**src/rtl/serial_add_pkg.sv**
```systemverilog
// Shared types and defaults for the bit-serial adder.
// Holds the controller state encoding and the default operand width.
package serial_add_pkg;

   localparam int DEF_WIDTH = 8;

   typedef logic [1:0] state_t;

   localparam state_t IDLE = 2'd0;
   localparam state_t RUN  = 2'd1;
   localparam state_t DONE = 2'd2;

endpackage

```
**src/rtl/serial_fa_cell.sv**
```systemverilog
// One-bit full adder built from two half-adder stages.
// Purely combinational; the controller reuses it once per bit.
module serial_fa_cell
   import serial_add_pkg::*;
(
   input  logic x,
   input  logic y,
   input  logic ci,
   output logic s,
   output logic co
);

   logic s1;
   logic c1;
   logic c2;

   // first half adder on the operand bits, second folds in carry
   always_comb begin
      s1 = x ^ y;
      c1 = x & y;
      s  = s1 ^ ci;
      c2 = s1 & ci;
      co = c1 | c2;
   end

endmodule

```
**src/rtl/bit_serial_add_ctrl.sv**
```systemverilog
// Bit-serial adder: one shared full-adder cell, LSB first.
// Define SERIAL_ADD_OVF_EN to add the registered ovf output.
module bit_serial_add_ctrl
   import serial_add_pkg::*;
#(
   parameter int WIDTH = DEF_WIDTH
)
(
   input  logic             clk,
   input  logic             rst_n,
   input  logic             in_valid,
   output logic             in_ready,
   input  logic [WIDTH-1:0] a,
   input  logic [WIDTH-1:0] b,
   input  logic             cin,
   output logic             out_valid,
   input  logic             out_ready,
   output logic [WIDTH-1:0] sum,
   output logic             cout
`ifdef SERIAL_ADD_OVF_EN
   ,
   output logic             ovf
`endif
);

   localparam int CW = $clog2(WIDTH + 1);
   localparam logic [CW-1:0] LAST = CW'(WIDTH - 1);

   state_t           state;
   logic [CW-1:0]    cnt;
   logic             carry;
   logic [WIDTH-1:0] areg;
   logic [WIDTH-1:0] breg;
   logic [WIDTH-1:0] sreg;
   logic             cout_r;
   logic             fs;
   logic             fc;
   logic [WIDTH:0]   snext;

   // operands shift right so bit 0 is always the live bit
   serial_fa_cell u_fa (
      .x  (areg[0]),
      .y  (breg[0]),
      .ci (carry),
      .s  (fs),
      .co (fc)
   );

   // new sum bit enters at the MSB and walks down
   always_comb begin
      snext = {fs, sreg} >> 1;
   end

   // handshake flags decode straight from state
   always_comb begin
      in_ready  = (state == IDLE);
      out_valid = (state == DONE);
   end

   // controller, operand/result shifters and carry chain
   always_ff @(posedge clk or negedge rst_n) begin
      if (!rst_n) begin
         state  <= IDLE;
         cnt    <= '0;
         carry  <= 1'b0;
         areg   <= '0;
         breg   <= '0;
         sreg   <= '0;
         cout_r <= 1'b0;
      end else begin
         case (state)
            IDLE: begin
               if (in_valid) begin
                  areg  <= a;
                  breg  <= b;
                  carry <= cin;
                  cnt   <= '0;
                  state <= RUN;
               end
            end
            RUN: begin
               areg  <= areg >> 1;
               breg  <= breg >> 1;
               sreg  <= snext[WIDTH-1:0];
               carry <= fc;
               cnt   <= cnt + CW'(1);
               if (cnt == LAST) begin
                  cout_r <= fc;
                  state  <= DONE;
               end
            end
            DONE: begin
               if (out_ready) begin
                  state <= IDLE;
               end
            end
            default: state <= IDLE;
         endcase
      end
   end

   assign sum  = sreg;
   assign cout = cout_r;

`ifdef SERIAL_ADD_OVF_EN
   logic ovf_r;

   // carry into the MSB vs carry out, captured on the last bit
   always_ff @(posedge clk or negedge rst_n) begin
      if (!rst_n) begin
         ovf_r <= 1'b0;
      end else if (state == RUN && cnt == LAST) begin
         ovf_r <= carry ^ fc;
      end
   end

   assign ovf = ovf_r;
`else
   // unsigned-only build: no overflow tracking
`endif

endmodule

```
**config.mk**
```make
export PLATFORM = sky130hd
export DESIGN_NAME = bit_serial_add_ctrl
export DESIGN_NICKNAME = d
export VERILOG_FILES = /design/src/rtl/serial_add_pkg.sv /design/src/rtl/serial_fa_cell.sv /design/src/rtl/bit_serial_add_ctrl.sv
export SDC_FILE = /design/constraint.sdc
export NUM_CORES = 1
export LEC_CHECK = 0
export CAP_MARGIN = 20
export CORE_AREA = 2 2 48 83
export DETAILED_ROUTE_END_ITERATION = 8
export DIE_AREA = 0 0 50 85
export GPL_ROUTABILITY_DRIVEN = 0
export PLACE_DENSITY = 0.69
export SLEW_MARGIN = 20
export SYNTH_ARGS = -nofsm -noshare
export SYNTH_HDL_FRONTEND = slang
export SYNTH_SLANG_ARGS = --single-unit
```
**constraint.sdc**
```tcl
create_clock -name clk -period 1.3 [get_ports clk]
set_clock_uncertainty 0.1 [all_clocks]
set_input_delay 0.13 -clock clk [delete_from_list [all_inputs] [get_ports clk]]
set_output_delay 0.13 -clock clk [all_outputs]
set_load 0.05 [all_outputs]
```
==> results.toml <==
[finish]
nets = 236
diodes = 0
syn2layout_area_growth_pct = 54.69
final_layout_size_suffix_gt1_share_pct = 33.80
fillers = 267

[route]
via_per_inst = 5.402
drc = 0
wl_per_cell_um = 15.81
drtIter0Drc = 48
vias = 1399
wl_mm = 4.095
first_pass_iters = 4
final_antenna_net_count = 0

[placement]
portBuffers = 31
dp_hpwl_mm = 2.696

[worst_setup_path]
slowest_delay_ns = 0.40
critPathCaptureType = "output pin"
critical_path.cell_chain = "buf_6 -> nand2b_4 -> inv_2 -> buf_12"
r2r_start = "cnt[0]$_DFFE_PN0P_"
worst_path_max_delay_cell = "dfrtp_1"
critPathRequiredTime_ns = 1.07
worst-path-buf-inv = 3
critPathArrivalTime_ns = 1.16
critPathMaxFanout = 3
crit_start = "state[0]$_DFFE_PN0P_"
startpoint_type = "flop"
crit_family = "flip-flops"
path_class = "reg2out"
rrSetupSlack_ns = -0.06

[sta]
slew_violations = 0
rsz0062_at_grt = "true"
timing.final.crit_share_pct = 107.0
max_freq_mhz = 718.8
setup_viol = 26
hold_ws_ns = 0.1211
fin_crit_ns = 1.391
tightest_slew_ns = 0.2503
fin_ws_ns = -0.09114
maxSlewHeadroom_pct = 83.30
hold_viol_final = 0

[status]
violations = "setup timing"
outcome = "finished with violations"

[yosys]
syn_inst = 159
synth_top_family_by_area = "compound AO/OA/AOI/OAI gates"
synthSimpleGateAreaFrac_pct = 18.37
yosys_most_used_dff = "dfrtp_1"
synth_cell_types = 28
avgSynthCellArea_sq_um = 9.726
synth_mux_area_share_pct = 1.618
synth_fa_ha_area_share_pct = 2.104
syn-num-nets = 182
synth-xor-area-share_pct = 0
async_flop_share_pct = 100.0
postSynthRegisterBits = 32
synth_compound_area_share_pct = 21.44
seq_area_frac_synth_pct = 51.78
synth-edff-count = 0
synth_area_sq_um = 1546
yosysWarnings = 0

[cts]
ctsHoldBuffers = 0
htreeDepth = 2
cts_buffers = 5
clk_latency_ns = 0.28
cts.clk_slew.worst_paths_ns = 0.07
root_buffer = "clkbuf_8"
cts_buffer_depth = 2
cts_tree = "yes"
clock-sinks = 32

[power]
peakVddDrop_mv = 1.439
p_total_w = 0.005413
power_density_nw_per_um2 = 2263
p_leak_nw = 1.089

[floorplan]
die_height_um = 85
core_area_sq_um = 3592
fp.dieW_um = 50
pin_count = 32
start_util_pct = 43.05
dieArea_sq_um = 4250
rows = 29

[global_route]
antenna_found_initial = 0
first_global_vias = 1471
grt_pass1_wl_mm = 6.837
grt_max_degree = 33
grt_use_total_pct = 21.61
grt_overflow_total = 0

[job]
maxCapViolations = 0

[min_path]
hold_class = "in2async"
==> where the power goes <==
| group | switching, W | internal (W) |
|---|---|---|
| logic | 0.00137 | 0.00142 |
| registers | 0.000419 | 0.00139 |
| clock network | 0.000355 | 0.000471 |
| total | 0.00214 | 0.00327 |
==> metal layers <==
metal | track usage (%) | vias up | wire length (um)
met5 | 0 | - | 0
met1 | 23.00 | 700 | 1502
met3 | 5.282 | 9 | 154
met2 | 38.76 | 35 | 2313
met4 | 10.10 | 0 | 125
li1 | - | 655 | -
==> worst paths after layout <==
kind                                        endpoint  cells past startpoint
worst max-delay path                       out_valid                      4
worst min-delay path                cout$_DFFE_PN0P_                      2
worst max register to register      cout$_DFFE_PN0P_                      4
worst min register to register   areg[7]$_DFFE_PN0P_                      2
max in group asynchronous        breg[5]$_DFFE_PN0P_                      2
min in group clk                state[1]$_DFFE_PN0P_                      2
==> state kept, by name, summed over array words and instances (netlist names) <==
register,count
breg,8
cnt,4
areg,8
state,2
cout,1
sum,8
carry,1
==> placed cells by master, fill, tap and decap left out, drive strengths merged <==
master and count:
a21oi 18, a22o 2, a22oi 15, and2b 8
and3b 1, buf 38, clkbuf 7, clkdlybuf4s50 20
dfrtp 32, fa 1, ha 1, inv 1
mux2 1, mux2i 1, nand2 29, nand2b 3
nand3 2, nor2 1, nor2b 11, o21ai 19
o21bai 1, o311ai 1
==> Yosys cell counts, types with 2 or more instances <==
cell type,count,area share (%)
o21ai_1,10,3.2
clkbuf_1,2,0.49
a22o_1,2,1.1
o21ai_0,9,2.9
nand3_1,2,0.65
buf_6,2,1.5
nand2b_1,3,1.2
buf_2,3,0.97
and2b_1,8,3.9
nand2_1,28,6.8
a22oi_1,15,7.3
a21oi_1,18,5.8
dfrtp_1,32,52
nor2b_1,10,4.0
buf_4,2,0.97
==> cell families (layout without fill, tap and decap cells) <==
logic type,after synthesis,after routing
and+or+nand+nor,55,55
AOI/OAI and AO/OA,56,56
buffers and inverters,12,66
DFF,32,32
muxes,2,2
adders and majority gates,2,2
==> area by class of cell <==
type	instances	area [sq um]	share of cell area, %
clock buffers	7	96.34	4.027
well taps	46	57.56	2.406
multi-input cells	115	775.7	32.43
flip-flops and latches	32	802.0	33.53
inverters	1	3.754	0.1569
repair buffers	58	656.9	27.46
==> metrics by stage <==
| stage | setup TNS, ns | utilization, % | instances | instance area, sq um | setup WS [ns] |
|---|---|---|---|---|---|
| 6_report | -0.8474 | 66.60 | 259 | 2392 | -0.09114 |
| 5_1_grt | -2.441 | 66.60 | 259 | 2392 | -0.1241 |
| 4_1_cts | -0.7589 | 64.37 | 257 | 2312 | -0.08417 |
| 3_5_place_dp | -2.862 | 59.39 | 244 | 2133 | -0.1704 |
| 3_3_place_gp | -1.743 | 59.39 | 244 | 2133 | -0.1331 |
| 2_1_floorplan | -0.02390 | - | 159 | 1556 | -0.02390 |
==> timing repair <==
action,4_1_cts,5_1_grt
endpoints found under the setup margin,10,32
buffers inserted,6,2
gates resized for setup,17,14
pin swaps,3,1
(Power assumes the default switching activity.)
